File: src/rtl/booth4_seq_mult_if.sv
// Operand/result bundle between the operand generator (master) and the Booth multiplier (slave).
// The generator drives operator and watches finish; the multiplier returns product, finish and busy.
interface booth4_seq_mult_if #(
  parameter int WIDTH = 16
);
  logic [2*WIDTH-1:0] operator;
  logic [2*WIDTH-1:0] product;
  logic               finish;
  logic               busy;

  modport master (output operator, input product, input finish, input busy);
  modport slave  (input operator, output product, output finish, output busy);
endinterface

File: src/rtl/booth4_seq_mult.sv
// Sequential radix-4 Booth multiplier, WIDTH/2 iterations (WIDTH/2+1 unsigned); restarts when operator differs from the captured word.
// Macro BOOTH4_SIGNED_EN selects two's-complement operands; undefined gives unsigned operands zero-extended by 2 bits.
module booth4_seq_mult #(
  parameter int WIDTH     = 16,
  parameter int DONE_HOLD = 2
) (
  input logic              clk,
  input logic              rst_n,
  booth4_seq_mult_if.slave bus
);

`ifdef BOOTH4_SIGNED_EN
  localparam int BW = WIDTH;
`else
  localparam int BW = WIDTH + 2;
`endif
  localparam int N  = BW / 2;
  localparam int PW = WIDTH + 2;
  // Two guard bits above the partial product keep the running sum from wrapping before the shift.
  localparam int AW = WIDTH + 4;
  localparam int LO = 2 * WIDTH - BW;
  localparam int CW = $clog2(N + 1);
  localparam int HW = $clog2(DONE_HOLD + 2);

  typedef enum logic [1:0] {S_IDLE, S_CALC, S_DONE} state_t;

  state_t             r_state;
  state_t             w_state_nxt;
  logic [2*WIDTH-1:0] r_op_q;
  logic [AW-1:0]      r_acc;
  logic [BW-1:0]      r_b;
  logic               r_bm1;
  logic [CW-1:0]      r_cnt;
  logic [HW-1:0]      r_hold;
  logic [2*WIDTH-1:0] r_product;
  logic               r_finish;
  logic               r_busy;

  logic               w_finish_nxt;
  logic               w_busy_nxt;
  logic               w_hold_ok;
  logic               w_start;
  logic               w_last;
  logic [PW-1:0]      w_a_ext;
  logic [BW-1:0]      w_b_init;
  logic [2:0]         w_trip;
  logic [PW-1:0]      w_pp;
  logic [AW-1:0]      w_sum;
  logic [AW-1:0]      w_acc_nxt;
  logic [BW-1:0]      w_b_nxt;

`ifdef BOOTH4_SIGNED_EN
  assign w_a_ext  = {{2{r_op_q[2*WIDTH-1]}}, r_op_q[2*WIDTH-1:WIDTH]};
  assign w_b_init = bus.operator[WIDTH-1:0];
`else
  assign w_a_ext  = {2'b00, r_op_q[2*WIDTH-1:WIDTH]};
  assign w_b_init = {2'b00, bus.operator[WIDTH-1:0]};
`endif

  assign w_hold_ok = (r_hold >= HW'(DONE_HOLD));
  assign w_start   = (r_state == S_IDLE) ||
                     ((r_state == S_DONE) && w_hold_ok && (bus.operator != r_op_q));
  assign w_last    = (r_state == S_CALC) && (r_cnt == CW'(N - 1));

  assign w_trip    = {r_b[1], r_b[0], r_bm1};

  always_comb begin
    w_pp = '0;
    case (w_trip)
      3'b001, 3'b010: w_pp = w_a_ext;
      3'b011:         w_pp = w_a_ext << 1;
      3'b100:         w_pp = -(w_a_ext << 1);
      3'b101, 3'b110: w_pp = -w_a_ext;
      default:        w_pp = '0;
    endcase
  end

  assign w_sum     = r_acc + {{(AW-PW){w_pp[PW-1]}}, w_pp};
  assign w_acc_nxt = {{2{w_sum[AW-1]}}, w_sum[AW-1:2]};
  assign w_b_nxt   = {w_sum[1:0], r_b[BW-1:2]};

  // State register; finish/busy are registered copies of the next-state decode.
  always_ff @(posedge clk or negedge rst_n) begin
    if (!rst_n) begin
      r_state  <= S_IDLE;
      r_finish <= 1'b0;
      r_busy   <= 1'b0;
    end else begin
      r_state  <= w_state_nxt;
      r_finish <= w_finish_nxt;
      r_busy   <= w_busy_nxt;
    end
  end

  always_comb begin
    w_state_nxt = r_state;
    case (r_state)
      S_IDLE:  w_state_nxt = S_CALC;
      S_CALC:  if (w_last)  w_state_nxt = S_DONE;
      S_DONE:  if (w_start) w_state_nxt = S_CALC;
      default: w_state_nxt = S_IDLE;
    endcase
  end

  always_comb begin
    w_finish_nxt = (w_state_nxt == S_DONE);
    w_busy_nxt   = (w_state_nxt == S_CALC);
  end

  always_ff @(posedge clk or negedge rst_n) begin
    if (!rst_n) begin
      r_op_q    <= '0;
      r_acc     <= '0;
      r_b       <= '0;
      r_bm1     <= 1'b0;
      r_cnt     <= '0;
      r_hold    <= '0;
      r_product <= '0;
    end else begin
      if (w_start) begin
        r_op_q <= bus.operator;
        r_acc  <= '0;
        r_b    <= w_b_init;
        r_bm1  <= 1'b0;
        r_cnt  <= '0;
      end else if (r_state == S_CALC) begin
        r_acc  <= w_acc_nxt;
        r_b    <= w_b_nxt;
        r_bm1  <= r_b[1];
        r_cnt  <= r_cnt + CW'(1);
      end

      if (w_last) begin
        r_product <= {w_acc_nxt[LO-1:0], w_b_nxt};
      end

      // The first cycle in DONE already counts toward the hold.
      if (w_last) begin
        r_hold <= HW'(1);
      end else if (w_start) begin
        r_hold <= '0;
      end else if ((r_state == S_DONE) && !w_hold_ok) begin
        r_hold <= r_hold + HW'(1);
      end
    end
  end

  assign bus.product = r_product;
  assign bus.finish  = r_finish;
  assign bus.busy    = r_busy;

endmodule

File: src/flat_wrapper.sv
// flat-port wrapper written by rule: the top's interface ports become plain ports
module booth4_seq_mult_flat 
#(
  parameter int WIDTH     = 16,
  parameter int DONE_HOLD = 2
)
  (clk, rst_n, bus_operator, bus_product, bus_finish, bus_busy);
  booth4_seq_mult_if #(.WIDTH(WIDTH)) bus_i ();
  input logic clk;
  input logic rst_n;
  input wire logic [$bits(bus_i.operator)-1:0] bus_operator;
  output wire logic [$bits(bus_i.product)-1:0] bus_product;
  output wire logic [$bits(bus_i.finish)-1:0] bus_finish;
  output wire logic [$bits(bus_i.busy)-1:0] bus_busy;
  assign bus_i.operator = bus_operator;
  assign bus_product = bus_i.product;
  assign bus_finish = bus_i.finish;
  assign bus_busy = bus_i.busy;
  booth4_seq_mult #(.WIDTH(WIDTH), .DONE_HOLD(DONE_HOLD)) u_core (.clk(clk), .rst_n(rst_n), .bus(bus_i));
endmodule
File: config.mk
export PLATFORM = sky130hd
export DESIGN_NAME = booth4_seq_mult_flat
export DESIGN_NICKNAME = d
export VERILOG_FILES = /design/src/rtl/booth4_seq_mult_if.sv /design/src/rtl/booth4_seq_mult.sv /design/src/flat_wrapper.sv
export SDC_FILE = /design/constraint.sdc
export NUM_CORES = 1
export LEC_CHECK = 0
export CORE_ASPECT_RATIO = 2
export CORE_MARGIN = 2
export CORE_UTILIZATION = 30
export CTS_CLUSTER_DIAMETER = 30
export DETAILED_ROUTE_END_ITERATION = 8
export GPL_ROUTABILITY_DRIVEN = 0
export PLACE_DENSITY = 0.55
export SLEW_MARGIN = 10
export SYNTH_ARGS = -nofsm -noshare
export SYNTH_HDL_FRONTEND = slang
export SYNTH_SLANG_ARGS = --single-unit
File: constraint.sdc
create_clock -name clk -period 4.1 [get_ports clk]
set_input_delay 1.23 -clock clk [delete_from_list [all_inputs] [get_ports clk]]
set_output_delay 1.23 -clock clk [all_outputs]
set_load 0.1 [all_outputs]
==> impl_metrics.py, run 1 <==
metrics = {
    "clock_network": {
        "path_clk_slew_ps": 80,
        "insertion_delay_ps": 370,
        "cts.path.max_buffers": 2,
        "clkSinkCount": 111,
        "cts.htree.levels": 3,
        "cts_tree": "built",
        "cts_root_buf": "clkbuf_16",
        "cts_made_buffers": 9,
        "cts_hold_buf": 0,
    },
    "floorplanning": {
        "start_util": 0.305,
        "io_pins": 68,
        "rows": 77,
        "die_height_um": 216,
        "coreArea_um2": 22200,
        "die_area_um2": 23800,
        "fp.dieW_um": 110,
    },
    "yosys": {
        "ys_top_cells_by_area": "dfrtp_1 41%, nand2_1 6.7%, xor2_1 5.7%, mux2_2 5.2%, ha_1 4.1%",
        "ys_seq_area_frac": 0.411,
        "synthFlopType": "dfrtp_1",
        "yosysUniqueCellTypes": 56,
        "synth_area_um2": 6760,
        "ys_ff_latch": 111,
        "ys_warn_count": 0,
        "synthArstFlopShare": 1.00,
        "synth.avg_cell_area_um2": 9.40,
        "syn_inst": 719,
        "synth_edf_count": 0,
        "yosysTopAreaCell": "dfrtp_1",
        "syn_nets": 776,
        "synth_top_area_frac": 0.411,
    },
    "finish": {
        "nets": 853,
        "drive_gt1_frac": 0.134,
        "area_growth_pct": 21.6,
        "final_cell_mix": "121 x nand2_1, 111 x dfrtp_1, 63 x clkdlybuf4s50_1",
        "final_common_cell": "nand2_1",
        "final_core_util": 0.371,
        "diodes": 0,
    },
    "timing": {
        "maxSlewViolCount": 0,
        "slew_headroom": 0.337,
        "setup_slack_ps": 296,
        "min_period_ps": 3800,
        "hold_viol_final": 0,
        "max_freq_mhz": 263,
        "tightest_slew_ps": 991,
        "setup_violations": 0,
        "rsz0062_at_grt": "no",
        "fin_crit_sh": 0.928,
        "skew_ps": 11.0,
        "fin_setup_tns_ps": 0,
    },
    "setup_path": {
        "r2r-start": "u_core.r_op_q[19]$_DFFE_PN0P_",
        "path_cells": "nor3_4 -> nand2_1 -> or3_1 -> o21ai_0 -> a22oi_1 -> o21ai_0 -> ha_1 -> a21o_1 -> a21o_1 -> o21bai_1 -> a41oi_1 -> o21ai_0 -> a21oi_1 -> o31ai_1",
        "criticalPathCategory": "flip-flop to flip-flop",
        "cpMostUsedCell": "o21ai_0",
        "worstSetupEndpointType": "flip-flop",
        "setup.worst_path.start_class": "flip-flop",
        "r2r_cells": 14,
        "cp.arrival_ps": 4090,
        "cp_max_fo": 7,
        "r2r-end": "u_core.bus.product[31]$_DFFE_PN0P_",
        "worst_path_max_delay_cell": "dfrtp_1",
        "crit_start": "u_core.r_op_q[19]$_DFFE_PN0P_",
        "cp-endpoint": "u_core.bus.product[31]$_DFFE_PN0P_",
        "cpPeakStageDelay_ps": 490,
        "r2r_setup_slack_ps": 300,
        "critPathRequiredTime_ps": 4380,
    },
    "global_routing": {
        "grt_pass1_vias": 5791,
        "grt_use_total": 0.169,
        "overflow": 0,
        "grt_max_degree": 66,
        "grt_pass1_wl_mm": 30.8,
        "antenna_found_initial": 0,
    },
    "placed_design": {
        "hpwl_mm": 15.0,
        "post-place-ws_ps": 311,
        "portBuffers": 67,
    },
    "route": {
        "vias": 5615,
        "wirelength_mm": 19.5,
        "drc": 0,
        "wl_per_cell_um": 18.1,
        "dr.pass1.iters": 5,
        "avgViaCountPerCell": 5.21,
        "drt-initial-drc-count": 246,
        "ant_nets": 0,
    },
    "run_status": {
        "status": "complete, no violations",
    },
    "worst_hold_path": {
        "min_path_type": "flip-flop to flip-flop",
    },
    "job": {
        "drv_cap": 0,
    },
}
## layout make-up
| cell class | count | area [µm²] |
|---|---|---|
| clock buffer | 11 | 243 |
| multi-input combinational | 547 | 3710 |
| timing repair buffer | 110 | 1010 |
| clock inverter | 5 | 75.1 |
| sequential | 111 | 2780 |
| fill | 2308 | 13900 |
| tap | 276 | 345 |
| inverter | 17 | 63.8 |
## synth_stat cells (4+ instances only)
cell,n
nand2_1,121
dfrtp_1,111
o21ai_0,50
xor2_1,44
nor2_1,39
mux2_2,31
nor2b_1,23
clkbuf_1,22
ha_1,22
a21oi_1,18
a221o_1,18
mux2i_1,18
inv_1,16
xnor2_1,16
a22o_1,15
nor3_1,14
buf_2,12
nor4_1,11
nand3_1,10
o31ai_1,9
buf_6,7
nand2b_1,7
o21a_1,7
a21o_1,6
a31oi_1,6
nand4_1,6
a22oi_1,4
mux2_4,4
o211ai_1,4
o21bai_1,4
o31a_1,4
or3_1,4
## worst max-delay path: cells and delay by family, from the launching register on
| family | cells | cell delay [ps] |
|---|---|---|
| DFF | 1 | 490 |
| adders and majority gates | 1 | 360 |
| AOI/OAI and AO/OA | 10 | 1950 |
| and+or+nand+nor | 3 | 920 |
## per-layer routing
layer / track usage / routed length [µm] / vias to the layer above
li1: - / - / 2709
met1: 0.180 / 7240 / 2714
met2: 0.314 / 10800 / 136
met3: 0.0171 / 530 / 56
met4: 0.0892 / 989 / 0
met5: 0 / 0 / -
## registers in the layout (all words and copies together), names as in the netlist
register and count:
u_core.r_hold 2, u_core.bus.finish 1, u_core.r_cnt 4, u_core.r_op_q 32
u_core.r_b 18, u_core.r_state 2, u_core.r_bm1 1, u_core.bus.busy 1
u_core.r_acc 18, u_core.bus.product 32
## worst min path at each step
stage                                              end  depth (start not counted)                                from
detailed placement   u_core.bus.product[4]$_DFFE_PN0P_                          2   u_core.bus.product[4]$_DFFE_PN0P_
global route        u_core.bus.product[14]$_DFFE_PN0P_                          2  u_core.bus.product[14]$_DFFE_PN0P_
finish               u_core.bus.product[4]$_DFFE_PN0P_                          2   u_core.bus.product[4]$_DFFE_PN0P_
global placement    u_core.bus.product[11]$_DFFE_PN0P_                          2  u_core.bus.product[11]$_DFFE_PN0P_
CTS                  u_core.bus.product[4]$_DFFE_PN0P_                          2   u_core.bus.product[4]$_DFFE_PN0P_
floorplan                  u_core.r_cnt[3]$_DFFE_PN0P_                          1         u_core.r_cnt[3]$_DFFE_PN0P_
## kinds of logic after synthesis
family	count (synthesis)	share of synthesized area
adders and majority gates	23	0.0437
AOI/OAI and AO/OA	167	0.172
DFF	111	0.411
and+or+nand+nor	244	0.164
buffers and inverters	61	0.0444
muxes	53	0.0872
xor gates and xnor gates	60	0.0777
## through the flow
step | std cells | hold slack (ps) | cell area [µm²]
6_report | 1077 | 476 | 8220
5_1_grt | 1077 | 503 | 8220
3_3_place_gp | 1060 | 461 | 7880
4_1_cts | 1076 | 482 | 8200
3_5_place_dp | 1060 | 462 | 7880
2_1_floorplan | 719 | 446 | 6760
## timing repair
action	in CTS	in global routing
setup endpoints to repair	0	3
setup buffers	0	1
gates resized for setup	0	4
Power of run 1 is left out: the tool's default activity adds up to more than one toggle a clock period on the data nets, which glitch-free logic cannot reach.
==> inputs of run 2 (changes only) <==
--- a/config.mk
+++ b/config.mk
@@ -7,11 +7,11 @@
 export LEC_CHECK = 0
 export CORE_ASPECT_RATIO = 2
 export CORE_MARGIN = 2
-export CORE_UTILIZATION = 30
+export CORE_UTILIZATION = 58
 export CTS_CLUSTER_DIAMETER = 30
 export DETAILED_ROUTE_END_ITERATION = 8
 export GPL_ROUTABILITY_DRIVEN = 0
-export PLACE_DENSITY = 0.55
+export PLACE_DENSITY = 0.89
 export SLEW_MARGIN = 10
 export SYNTH_ARGS = -nofsm -noshare
 export SYNTH_HDL_FRONTEND = slang
==> impl_metrics.py, run 2 (synthesis results as in run 1) <==
metrics = {
    "run_status": {
        "status": "complete, no violations",
    },
    "route": {
        "drc": 0,
        "dr.pass1.iters": 8,
        "ant_nets": 0,
        "drt-initial-drc-count": 573,
        "wirelength_mm": 19.2,
        "vias": 6081,
        "avgViaCountPerCell": 6.57,
        "wl_per_cell_um": 20.8,
    },
    "timing": {
        "setup_violations": 0,
        "tightest_slew_ps": 983,
        "skew_ps": 11.0,
        "hold_viol_final": 0,
        "max_freq_mhz": 254,
        "fin_setup_tns_ps": 0,
        "maxSlewViolCount": 0,
        "min_period_ps": 3940,
        "slew_headroom": 0.342,
        "fin_crit_sh": 0.960,
    },
    "clock_network": {
        "insertion_delay_ps": 360,
        "path_clk_slew_ps": 70,
        "cts_root_buf": "clkbuf_16",
        "cts_tree": "built",
        "cts.path.max_buffers": 2,
        "cts_hold_buf": 0,
        "clkSinkCount": 111,
        "cts_made_buffers": 9,
        "cts.htree.levels": 3,
    },
    "global_routing": {
        "grt_pass1_wl_mm": 31.3,
        "grt_max_degree": 55,
        "overflow": 0,
        "grt_pass1_vias": 6322,
        "grt_use_total": 0.325,
        "antenna_found_initial": 0,
    },
    "floorplanning": {
        "rows": 55,
        "die_height_um": 157,
        "start_util": 0.595,
        "fp.dieW_um": 80.3,
        "die_area_um2": 12600,
        "coreArea_um2": 11400,
        "io_pins": 68,
    },
    "finish": {
        "area_growth_pct": 17.7,
        "n_fill_cell": 832,
        "final_cell_mix": "119 x nand2_1, 108 x dfrtp_1, 66 x clkdlybuf4s50_1",
        "final_common_cell": "nand2_1",
        "nets": 836,
        "drive_gt1_frac": 0.125,
        "seq_area_um2": 2780,
        "diodes": 0,
        "multi_input_area_um2": 3760,
    },
    "setup_path": {
        "worstSetupEndpointType": "flip-flop",
        "r2r_setup_slack_ps": 160,
        "r2r-end": "u_core.r_acc[16]$_DFFE_PN0P_",
        "r2r_cells": 15,
        "setup.worst_path.start_class": "flip-flop",
        "criticalPathCategory": "flip-flop to flip-flop",
        "cp_max_fo": 9,
        "path_cells": "nor4_4 -> nand3_1 -> o31ai_2 -> xnor2_1 -> nor2_1 -> o31a_1 -> o21bai_1 -> ha_1 -> a21o_1 -> a21o_1 -> a21oi_1 -> o21ai_0 -> a2111oi_2 -> nor2_1 -> o21ai_0",
        "cp.arrival_ps": 4200,
        "worst_path_max_delay_cell": "dfrtp_1",
        "critPathRequiredTime_ps": 4370,
        "cpPeakStageDelay_ps": 510,
        "r2r-start": "u_core.r_op_q[22]$_DFFE_PN0P_",
    },
    "placed_design": {
        "portBuffers": 67,
        "hpwl_mm": 13.8,
    },
    "worst_hold_path": {
        "whs_path_depth": 2,
        "hold_path_end": "u_core.bus.product[15]$_DFFE_PN0P_",
        "min_path_type": "flip-flop to flip-flop",
        "hold_start": "u_core.bus.product[15]$_DFFE_PN0P_",
    },
    "job": {
        "drv_cap": 0,
    },
}
## run 2: cell count changes in the layout (fill, tap and decap cells not counted), sizes merged
cell           change
clkdlybuf4s50      +3
inv                +2
bufinv             -1
buf               -20
clkbuf             -2
clkinvlp           +1
## run 2: layout make-up
class	instances	share of cell area
tap	142	0.0223
sequential	111	0.350
clock inverter	7	0.00771
multi-input combinational	547	0.472
clock buffer	9	0.0283
inverter	17	0.00802
timing repair buffer	93	0.112
## run 2: stage by stage
step | area (µm²) | cells | setup slack (ps) | hold WS (ps) | utilization
finish | 7960 | 926 | 162 | 475 | 0.701
floorplan | 6760 | 719 | 619 | 446 | -
global placement | 7570 | 907 | 352 | 457 | 0.667
detailed placement | 7570 | 907 | 50.4 | 463 | 0.667
CTS | 7860 | 923 | 33.1 | 482 | 0.692
global route | 7960 | 926 | -118 | 498 | 0.701
## run 2: routing by layer
metal	up-vias	wire length, µm	GRT usage
met5	-	0	0
met1	2867	6440	0.351
met4	0	1590	0.228
met3	167	1230	0.0588
li1	2674	-	-
met2	373	9980	0.559
## run 2: critical path, delay by kind of cell, from the launching register on
family                     cells  cell delay (ps)
AOI/OAI and AO/OA              9             2080
adders and majority gates      1              350
and+or+nand+nor                4              750
xor gates and xnor gates       1              180
DFF                            1              510
## run 2: repair_timing
item / 4_1_cts / 5_1_grt
endpoints found under the hold margin: 0 / 0
resized for setup: 0 / 17
setup endpoints to repair: 0 / 10
buffers inserted: 0 / 3
## run 2: worst max path at each step
stage	startpoint	to	cells past startpoint	slack [ps]
after detailed placement	u_core.r_op_q[22]$_DFFE_PN0P_	u_core.r_acc[16]$_DFFE_PN0P_	15	50
after CTS	u_core.r_op_q[22]$_DFFE_PN0P_	u_core.r_acc[16]$_DFFE_PN0P_	15	30
after global routing	u_core.r_op_q[19]$_DFFE_PN0P_	u_core.bus.product[31]$_DFFE_PN0P_	15	-120
final	u_core.r_op_q[22]$_DFFE_PN0P_	u_core.r_acc[16]$_DFFE_PN0P_	15	160
after global placement	bus_operator[0]	u_core.r_op_q[29]$_DFFE_PN0P_	9	350
after floorplan	u_core.r_op_q[21]$_DFFE_PN0P_	u_core.r_acc[16]$_DFFE_PN0P_	16	620
Power of run 2 is left out for the same reason.
